`src/rtl/mem_arbiter_if.sv`:
```
// rtl/mem_arbiter_if.sv - requester, memory and status signals of mem_arbiter (stats ports under MEM_ARB_STATS_EN)
interface mem_arbiter_if #(
    parameter int ADDR_WIDTH = 16,
    parameter int DATA_WIDTH = 16
);
    logic                  m0_req;
    logic                  m0_we;
    logic [ADDR_WIDTH-1:0] m0_addr;
    logic [DATA_WIDTH-1:0] m0_wdata;
    logic                  m0_gnt;
    logic                  m0_rvalid;
    logic [DATA_WIDTH-1:0] m0_rdata;

    logic                  m1_req;
    logic                  m1_we;
    logic [ADDR_WIDTH-1:0] m1_addr;
    logic [DATA_WIDTH-1:0] m1_wdata;
    logic                  m1_gnt;
    logic                  m1_rvalid;
    logic [DATA_WIDTH-1:0] m1_rdata;

    logic [ADDR_WIDTH-1:0] mem_read_address;
    logic                  mem_write_enable;
    logic [ADDR_WIDTH-1:0] mem_write_address;
    logic [DATA_WIDTH-1:0] mem_data_in;
    logic [DATA_WIDTH-1:0] mem_data_out;

    logic                  last_owner;
`ifdef MEM_ARB_STATS_EN
    logic [15:0]           conflict_count;
    logic [15:0]           starve_events;

    modport slave (
        input  m0_req, m0_we, m0_addr, m0_wdata,
        input  m1_req, m1_we, m1_addr, m1_wdata,
        input  mem_data_out,
        output m0_gnt, m0_rvalid, m0_rdata,
        output m1_gnt, m1_rvalid, m1_rdata,
        output mem_read_address, mem_write_enable, mem_write_address, mem_data_in,
        output last_owner, conflict_count, starve_events
    );

    modport master (
        output m0_req, m0_we, m0_addr, m0_wdata,
        output m1_req, m1_we, m1_addr, m1_wdata,
        output mem_data_out,
        input  m0_gnt, m0_rvalid, m0_rdata,
        input  m1_gnt, m1_rvalid, m1_rdata,
        input  mem_read_address, mem_write_enable, mem_write_address, mem_data_in,
        input  last_owner, conflict_count, starve_events
    );
`else
    modport slave (
        input  m0_req, m0_we, m0_addr, m0_wdata,
        input  m1_req, m1_we, m1_addr, m1_wdata,
        input  mem_data_out,
        output m0_gnt, m0_rvalid, m0_rdata,
        output m1_gnt, m1_rvalid, m1_rdata,
        output mem_read_address, mem_write_enable, mem_write_address, mem_data_in,
        output last_owner
    );

    modport master (
        output m0_req, m0_we, m0_addr, m0_wdata,
        output m1_req, m1_we, m1_addr, m1_wdata,
        output mem_data_out,
        input  m0_gnt, m0_rvalid, m0_rdata,
        input  m1_gnt, m1_rvalid, m1_rdata,
        input  mem_read_address, mem_write_enable, mem_write_address, mem_data_in,
        input  last_owner
    );
`endif
endinterface

```
`src/rtl/mem_arbiter.sv`:
```
// rtl/mem_arbiter.sv - two-master fixed-priority memory arbiter with m1 anti-starvation slot
// Optional cycle statistics enabled by defining MEM_ARB_STATS_EN.
module mem_arbiter #(
    parameter int ADDR_WIDTH   = 16,
    parameter int DATA_WIDTH   = 16,
    parameter int STARVE_LIMIT = 4
) (
    input  logic          clock,
    input  logic          reset,
    mem_arbiter_if.slave  bus
);
    localparam logic [7:0] LIMIT = 8'(STARVE_LIMIT);

    logic                  m0_gnt;
    logic                  m1_gnt;
    logic                  forced;
    logic                  any_gnt;
    logic                  rd_gnt;
    logic                  wr_gnt;
    logic                  sel_we;
    logic [ADDR_WIDTH-1:0] sel_addr;
    logic [DATA_WIDTH-1:0] sel_wdata;

    logic [7:0]            starve_cnt_q, starve_cnt_d;
    logic [ADDR_WIDTH-1:0] rd_addr_q, rd_addr_d;
    logic [ADDR_WIDTH-1:0] wr_addr_q, wr_addr_d;
    logic [DATA_WIDTH-1:0] wr_data_q, wr_data_d;
    logic                  tag_valid_q, tag_valid_d;
    logic                  tag_owner_q, tag_owner_d;
    logic                  last_owner_q, last_owner_d;

    // m0 wins every tie except when m1 has been denied STARVE_LIMIT cycles in a row
    always_comb begin
        m0_gnt = 1'b0;
        m1_gnt = 1'b0;
        forced = 1'b0;
        if (!reset) begin
            if (bus.m0_req && bus.m1_req) begin
                forced = (starve_cnt_q == LIMIT);
                m1_gnt = forced;
                m0_gnt = !forced;
            end else begin
                m0_gnt = bus.m0_req;
                m1_gnt = bus.m1_req;
            end
        end
    end

    assign any_gnt   = m0_gnt | m1_gnt;
    assign sel_we    = m1_gnt ? bus.m1_we    : bus.m0_we;
    assign sel_addr  = m1_gnt ? bus.m1_addr  : bus.m0_addr;
    assign sel_wdata = m1_gnt ? bus.m1_wdata : bus.m0_wdata;
    assign wr_gnt    = any_gnt & sel_we;
    assign rd_gnt    = any_gnt & ~sel_we;

    always_comb begin
        starve_cnt_d = 8'd0;
        if (bus.m1_req && !m1_gnt) begin
            starve_cnt_d = (starve_cnt_q == LIMIT) ? starve_cnt_q : starve_cnt_q + 8'd1;
        end
    end

    // Memory pins show the granted request, otherwise hold the last driven values
    assign rd_addr_d    = rd_gnt ? sel_addr  : rd_addr_q;
    assign wr_addr_d    = wr_gnt ? sel_addr  : wr_addr_q;
    assign wr_data_d    = wr_gnt ? sel_wdata : wr_data_q;
    assign tag_valid_d  = rd_gnt;
    assign tag_owner_d  = m1_gnt;
    assign last_owner_d = any_gnt ? m1_gnt : last_owner_q;

    always_ff @(posedge clock) begin
        if (reset) begin
            starve_cnt_q <= 8'd0;
            rd_addr_q    <= '0;
            wr_addr_q    <= '0;
            wr_data_q    <= '0;
            tag_valid_q  <= 1'b0;
            tag_owner_q  <= 1'b0;
            last_owner_q <= 1'b0;
        end else begin
            starve_cnt_q <= starve_cnt_d;
            rd_addr_q    <= rd_addr_d;
            wr_addr_q    <= wr_addr_d;
            wr_data_q    <= wr_data_d;
            tag_valid_q  <= tag_valid_d;
            tag_owner_q  <= tag_owner_d;
            last_owner_q <= last_owner_d;
        end
    end

    assign bus.m0_gnt            = m0_gnt;
    assign bus.m1_gnt            = m1_gnt;
    assign bus.mem_read_address  = rd_addr_d;
    assign bus.mem_write_enable  = wr_gnt;
    assign bus.mem_write_address = wr_addr_d;
    assign bus.mem_data_in       = wr_data_d;
    // A read return that lands while reset is high is dropped
    assign bus.m0_rvalid         = tag_valid_q & ~tag_owner_q & ~reset;
    assign bus.m1_rvalid         = tag_valid_q &  tag_owner_q & ~reset;
    assign bus.m0_rdata          = bus.mem_data_out;
    assign bus.m1_rdata          = bus.mem_data_out;
    assign bus.last_owner        = last_owner_q;

`ifdef MEM_ARB_STATS_EN
    logic [15:0] conflict_q, conflict_d;
    logic [15:0] starve_ev_q, starve_ev_d;

    assign conflict_d  = (bus.m0_req && bus.m1_req) ? conflict_q + 16'd1 : conflict_q;
    assign starve_ev_d = forced ? starve_ev_q + 16'd1 : starve_ev_q;

    always_ff @(posedge clock) begin
        if (reset) begin
            conflict_q  <= 16'd0;
            starve_ev_q <= 16'd0;
        end else begin
            conflict_q  <= conflict_d;
            starve_ev_q <= starve_ev_d;
        end
    end

    assign bus.conflict_count = conflict_q;
    assign bus.starve_events  = starve_ev_q;
`endif
endmodule

```
`src/flat_wrapper.sv`:
```
// flat-port wrapper written by rule: the top's interface ports become plain ports
module mem_arbiter_flat 
#(
    parameter int ADDR_WIDTH   = 16,
    parameter int DATA_WIDTH   = 16,
    parameter int STARVE_LIMIT = 4
)
  (clock, reset, bus_m0_req, bus_m0_we, bus_m0_addr, bus_m0_wdata, bus_m1_req, bus_m1_we, bus_m1_addr, bus_m1_wdata, bus_mem_data_out, bus_m0_gnt, bus_m0_rvalid, bus_m0_rdata, bus_m1_gnt, bus_m1_rvalid, bus_m1_rdata, bus_mem_read_address, bus_mem_write_enable, bus_mem_write_address, bus_mem_data_in, bus_last_owner);
  mem_arbiter_if #(.ADDR_WIDTH(ADDR_WIDTH), .DATA_WIDTH(DATA_WIDTH)) bus_i ();
  input  logic clock;
  input  logic reset;
  input wire logic [$bits(bus_i.m0_req)-1:0] bus_m0_req;
  input wire logic [$bits(bus_i.m0_we)-1:0] bus_m0_we;
  input wire logic [$bits(bus_i.m0_addr)-1:0] bus_m0_addr;
  input wire logic [$bits(bus_i.m0_wdata)-1:0] bus_m0_wdata;
  input wire logic [$bits(bus_i.m1_req)-1:0] bus_m1_req;
  input wire logic [$bits(bus_i.m1_we)-1:0] bus_m1_we;
  input wire logic [$bits(bus_i.m1_addr)-1:0] bus_m1_addr;
  input wire logic [$bits(bus_i.m1_wdata)-1:0] bus_m1_wdata;
  input wire logic [$bits(bus_i.mem_data_out)-1:0] bus_mem_data_out;
  output wire logic [$bits(bus_i.m0_gnt)-1:0] bus_m0_gnt;
  output wire logic [$bits(bus_i.m0_rvalid)-1:0] bus_m0_rvalid;
  output wire logic [$bits(bus_i.m0_rdata)-1:0] bus_m0_rdata;
  output wire logic [$bits(bus_i.m1_gnt)-1:0] bus_m1_gnt;
  output wire logic [$bits(bus_i.m1_rvalid)-1:0] bus_m1_rvalid;
  output wire logic [$bits(bus_i.m1_rdata)-1:0] bus_m1_rdata;
  output wire logic [$bits(bus_i.mem_read_address)-1:0] bus_mem_read_address;
  output wire logic [$bits(bus_i.mem_write_enable)-1:0] bus_mem_write_enable;
  output wire logic [$bits(bus_i.mem_write_address)-1:0] bus_mem_write_address;
  output wire logic [$bits(bus_i.mem_data_in)-1:0] bus_mem_data_in;
  output wire logic [$bits(bus_i.last_owner)-1:0] bus_last_owner;
  assign bus_i.m0_req = bus_m0_req;
  assign bus_i.m0_we = bus_m0_we;
  assign bus_i.m0_addr = bus_m0_addr;
  assign bus_i.m0_wdata = bus_m0_wdata;
  assign bus_i.m1_req = bus_m1_req;
  assign bus_i.m1_we = bus_m1_we;
  assign bus_i.m1_addr = bus_m1_addr;
  assign bus_i.m1_wdata = bus_m1_wdata;
  assign bus_i.mem_data_out = bus_mem_data_out;
  assign bus_m0_gnt = bus_i.m0_gnt;
  assign bus_m0_rvalid = bus_i.m0_rvalid;
  assign bus_m0_rdata = bus_i.m0_rdata;
  assign bus_m1_gnt = bus_i.m1_gnt;
  assign bus_m1_rvalid = bus_i.m1_rvalid;
  assign bus_m1_rdata = bus_i.m1_rdata;
  assign bus_mem_read_address = bus_i.mem_read_address;
  assign bus_mem_write_enable = bus_i.mem_write_enable;
  assign bus_mem_write_address = bus_i.mem_write_address;
  assign bus_mem_data_in = bus_i.mem_data_in;
  assign bus_last_owner = bus_i.last_owner;
  mem_arbiter #(.ADDR_WIDTH(ADDR_WIDTH), .DATA_WIDTH(DATA_WIDTH), .STARVE_LIMIT(STARVE_LIMIT)) u_core (.clock(clock), .reset(reset), .bus(bus_i));
endmodule
```
`config.mk`:
```
export PLATFORM = sky130hd
export DESIGN_NAME = mem_arbiter_flat
export DESIGN_NICKNAME = d
export VERILOG_FILES = /design/src/rtl/mem_arbiter_if.sv /design/src/rtl/mem_arbiter.sv /design/src/flat_wrapper.sv
export SDC_FILE = /design/constraint.sdc
export NUM_CORES = 1
export LEC_CHECK = 0
export CAP_MARGIN = 25
export CORE_UTILIZATION = 30
export CTS_CLUSTER_SIZE = 30
export DETAILED_ROUTE_END_ITERATION = 16
export SLEW_MARGIN = 20
export SYNTH_ARGS = -nofsm -noshare
export SYNTH_HDL_FRONTEND = slang
export SYNTH_SLANG_ARGS = --single-unit
```
`constraint.sdc`:
```
create_clock -name clock -period 2.15 [get_ports clock]
set_input_delay 0.215 -clock clock [delete_from_list [all_inputs] [get_ports clock]]
set_output_delay 0.215 -clock clock [all_outputs]
set_load 0.05 [all_outputs]
```
==> flow_metrics.tcl <==
set metrics [dict create \
    status "finished, violations left" \
    violations "negative setup slack" \
    combinational_family_with_the_most_area_after_synthesis "compound AO/OA/AOI/OAI gates" \
    cts_tree "yes" \
    p_leak_nw 2.44 \
    synthAdderAreaFrac 0.00670 \
    chipHeight_um 114 \
    yosys.area_share.simple 0.157 \
    vias_per_cell 5.21 \
    tightestPinTransition_ns 0.492 \
    worst_setup_path_start_kind "flop" \
    grt_max_degree 45 \
    track_usage 0.189 \
    synthMuxAreaShare 0 \
    dr_total_vias 3716 \
    cts_hold_buf 0 \
    num-nets-final 629 \
    worst_slew_margin_rel 0.671 \
    irDropWorstVdd_mv 0.407 \
    cts_inserted_buffers 9 \
    pwr-share-comb 0.358 \
    detail_route.drc_violations 0 \
    crit_fanout 34 \
    placed_cells_incl_taps 692 \
    min_from "reset" \
    syn_area_um2 3730 \
    finalHoldWorstSlack_ns 0.120 \
    achievable-frequency_ghz 0.386 \
    finalHoldViolCount 0 \
    worst_skew_pair.late_latency_ns 0.34 \
    total_switching_power_w 0.00135 \
    ys_ff_latch 59 \
    synth_commonest_cells "60 x sky130_fd_sc_hd__o221a_1, 59 x sky130_fd_sc_hd__dfxtp_1, 37 x sky130_fd_sc_hd__nand2_1" \
    critPathRequiredTime_ns 1.93 \
    first_global_vias 3741 \
    wirelength_mm 12.3 \
    power.density_cell_area_nw_per_um2 696 \
    port_buffers 123 \
    synth_fp_nets 500 \
    first_iter_violations 191 \
    grt_overflow_total 0 \
    timing.final.crit_share 1.20 \
    synth_top_flop_cell "sky130_fd_sc_hd__dfxtp_1" \
    finalSetupViolations 50 \
    r2r.worst_path.cells 8 \
    ys_top_cells_by_area "sky130_fd_sc_hd__dfxtp_1 32%, sky130_fd_sc_hd__o221a_1 18%, sky130_fd_sc_hd__buf_4 6.8%" \
    synth_xor_xnor_area_share 0.0141 \
    cp_capture_type "output pin" \
    period_minus_slack_ns 2.59 \
    wire_length_of_the_first_global_routing_pass_mm 18.8 \
    gate_count_after_technology_mapping 412 \
    fin_worst_skew_ns 0.00587 \
    initial_core_util 0.310 \
    syn_to_final_growth_pct 59.7 \
    cts-htree-levels 3 \
    route.detailed.wl_per_inst_um 17.3 \
    ioPinCount 172 \
    netlist.area_leader.share 0.316 \
    yosysWarningCount 0 \
    layout_setup_ws_ns -0.438 \
    die_width_um 114 \
    globalplace.congestion 0.832 \
    finalCoreUtilization 0.494 \
    fp.coreArea_um2 12100 \
    cts_root_buf "sky130_fd_sc_hd__clkbuf_16" \
    synthDominantAreaCellType "sky130_fd_sc_hd__dfxtp_1" \
    drt_first_pass_iters 4 \
    place_hpwl_mm 8.33 \
    synthesis.area_per_instance_um2 9.06 \
    antenna_found_initial 0 \
    asyncSetResetFlopFracSynth 0 \
    worst_setup_hold_path_clk_slew_ns 0.05 \
    capture_point_of_the_critical_path "bus_mem_data_in[7]" \
    synth_enable_flop_cells 0 \
    drive_gt1_frac 0.385 \
    diodes 0 \
    timing.hold.worst.class "in -> reg" \
    report.final.slew_viol_count 0 \
    synth_compound_gate_area_share 0.353 \
    drt.antenna.violating_nets 0 \
    yosysSeqAreaShare 0.316 \
    drv.max_cap_violation_count 0 \
    share_clk_of_total_power 0.348 \
    startpoint_of_the_worst_register_to_register_path "u_core.starve_cnt_q[0]" \
    r2r_setup_slack_ns 0.04 \
    crit_type "reg -> out" \
    clockBufferDepth 2 \
    p_sw_frac 0.324 \
    hold_path_depth 2 \
    clkSinkCount 59 \
    startpoint "u_core.starve_cnt_q[0]" \
    synth_most_common_cell "sky130_fd_sc_hd__o221a_1" \
    p_int_w 0.00281 \
    post_synth_num_cell_types 42 \
    layoutNonFillerInstCount 713 \
    cp.arrival_ns 2.37 \
    power.share.sequential 0.294 \
    die-area_um2 12900 \
    rsz_0062_raised_after_global_routing "yes" \
    rr_endpoint "u_core.wr_addr_q[3]" \
    placement_rows 40 \
]
[critical path, cell delays in order (launching register included)]
cell and delay (ns):
sky130_fd_sc_hd__dfxtp_2 0.32, sky130_fd_sc_hd__inv_2 0.06, sky130_fd_sc_hd__ha_4 0.13, sky130_fd_sc_hd__or4b_4 0.50, sky130_fd_sc_hd__o21ai_4 0.20, sky130_fd_sc_hd__o221ai_4 0.15
sky130_fd_sc_hd__buf_12 0.21, sky130_fd_sc_hd__o221a_2 0.30, sky130_fd_sc_hd__buf_6 0.16
[registers in the layout (all words and copies together) (netlist names)]
register               flops
u_core.bus.last_owner      1
u_core.wr_addr_q          16
u_core.wr_data_q          16
u_core.tag_valid_q         1
u_core.starve_cnt_q        8
u_core.rd_addr_q          16
u_core.tag_owner_q         1
[how the worst min path moves through the flow]
stage	endpoint	slack [ns]
final	u_core.bus.last_owner	0.12
after global routing	u_core.bus.last_owner	0.12
after CTS	u_core.bus.last_owner	0.11
after detailed placement	bus_m0_rdata[13]	0.43
after global placement	bus_m0_rdata[13]	0.43
after floorplan	u_core.bus.last_owner	0.35
[final cells by class]
cell class / instances / area (µm²)
multi-input cells: 250 / 2220
repair buffers: 186 / 1930
clock inverters: 2 / 35.0
well taps: 168 / 210
clock buffers: 13 / 260
flip-flops and latches: 59 / 1180
inverters: 35 / 131
fillers: 1147 / 6100
[through the flow]
step | total power [W] | instance area, µm² | setup WS (ns) | setup TNS [ns]
5_1_grt | 0.00432 | 5960 | -0.501 | -22.74
3_3_place_gp | 0.00253 | 5150 | -0.143 | -5.49
6_report | 0.00415 | 5960 | -0.438 | -18.83
4_1_cts | 0.00415 | 5830 | -0.421 | -17.15
3_5_place_dp | 0.00254 | 5150 | -0.140 | -5.56
2_1_floorplan | 0.00222 | 3740 | 0.0220 | 0
[metal layers]
layer	routed length (µm)	GRT usage
met5	0	0
met4	263	0.0754
met3	846	0.0622
met2	6010	0.320
met1	5200	0.220
[power groups by stage]
stage	clock network [W]	registers [W]	logic [W]
after floorplan	0	0.00123	0.000989
after global placement	0	0.00123	0.00130
after detailed placement	0	0.00124	0.00131
after CTS	0.00149	0.00122	0.00144
after global routing	0.00154	0.00123	0.00155
final	0.00145	0.00122	0.00149
[cells in the final DEF (no fill, tap or decap), types with 4 or more instances in the layout]
master,netlist,final
sky130_fd_sc_hd__or4_4,0,16
sky130_fd_sc_hd__nand2_1,37,36
sky130_fd_sc_hd__nand3_1,5,5
sky130_fd_sc_hd__o221a_1,60,28
sky130_fd_sc_hd__dfxtp_1,59,57
sky130_fd_sc_hd__clkdlybuf4s50_1,0,69
sky130_fd_sc_hd__a21oi_1,33,33
sky130_fd_sc_hd__o221a_2,4,35
sky130_fd_sc_hd__buf_4,34,48
sky130_fd_sc_hd__buf_12,0,8
sky130_fd_sc_hd__or3_1,16,15
sky130_fd_sc_hd__buf_6,6,51
sky130_fd_sc_hd__nor2_1,10,9
sky130_fd_sc_hd__and3_1,4,4
sky130_fd_sc_hd__nor3b_1,5,4
sky130_fd_sc_hd__inv_1,34,32
sky130_fd_sc_hd__o211a_4,0,9
sky130_fd_sc_hd__clkbuf_16,0,10
sky130_fd_sc_hd__xor2_1,5,5
sky130_fd_sc_hd__buf_8,0,7
sky130_fd_sc_hd__o2111a_1,16,16
sky130_fd_sc_hd__o211a_1,16,7
[cells by family after synthesis]
group | Yosys count
compound gates | 138
flops | 59
fa+ha+maj | 2
buf+inv | 103
xor+xnor | 6
simple gates | 104
[what timing repair did]
action,CTS,global route
pin swaps,7,4
gates cloned,0,2
setup buffers,2,2
endpoints found under the setup margin,51,54
resized for setup,89,18
Note: power is estimated with default switching activity, not from simulation.
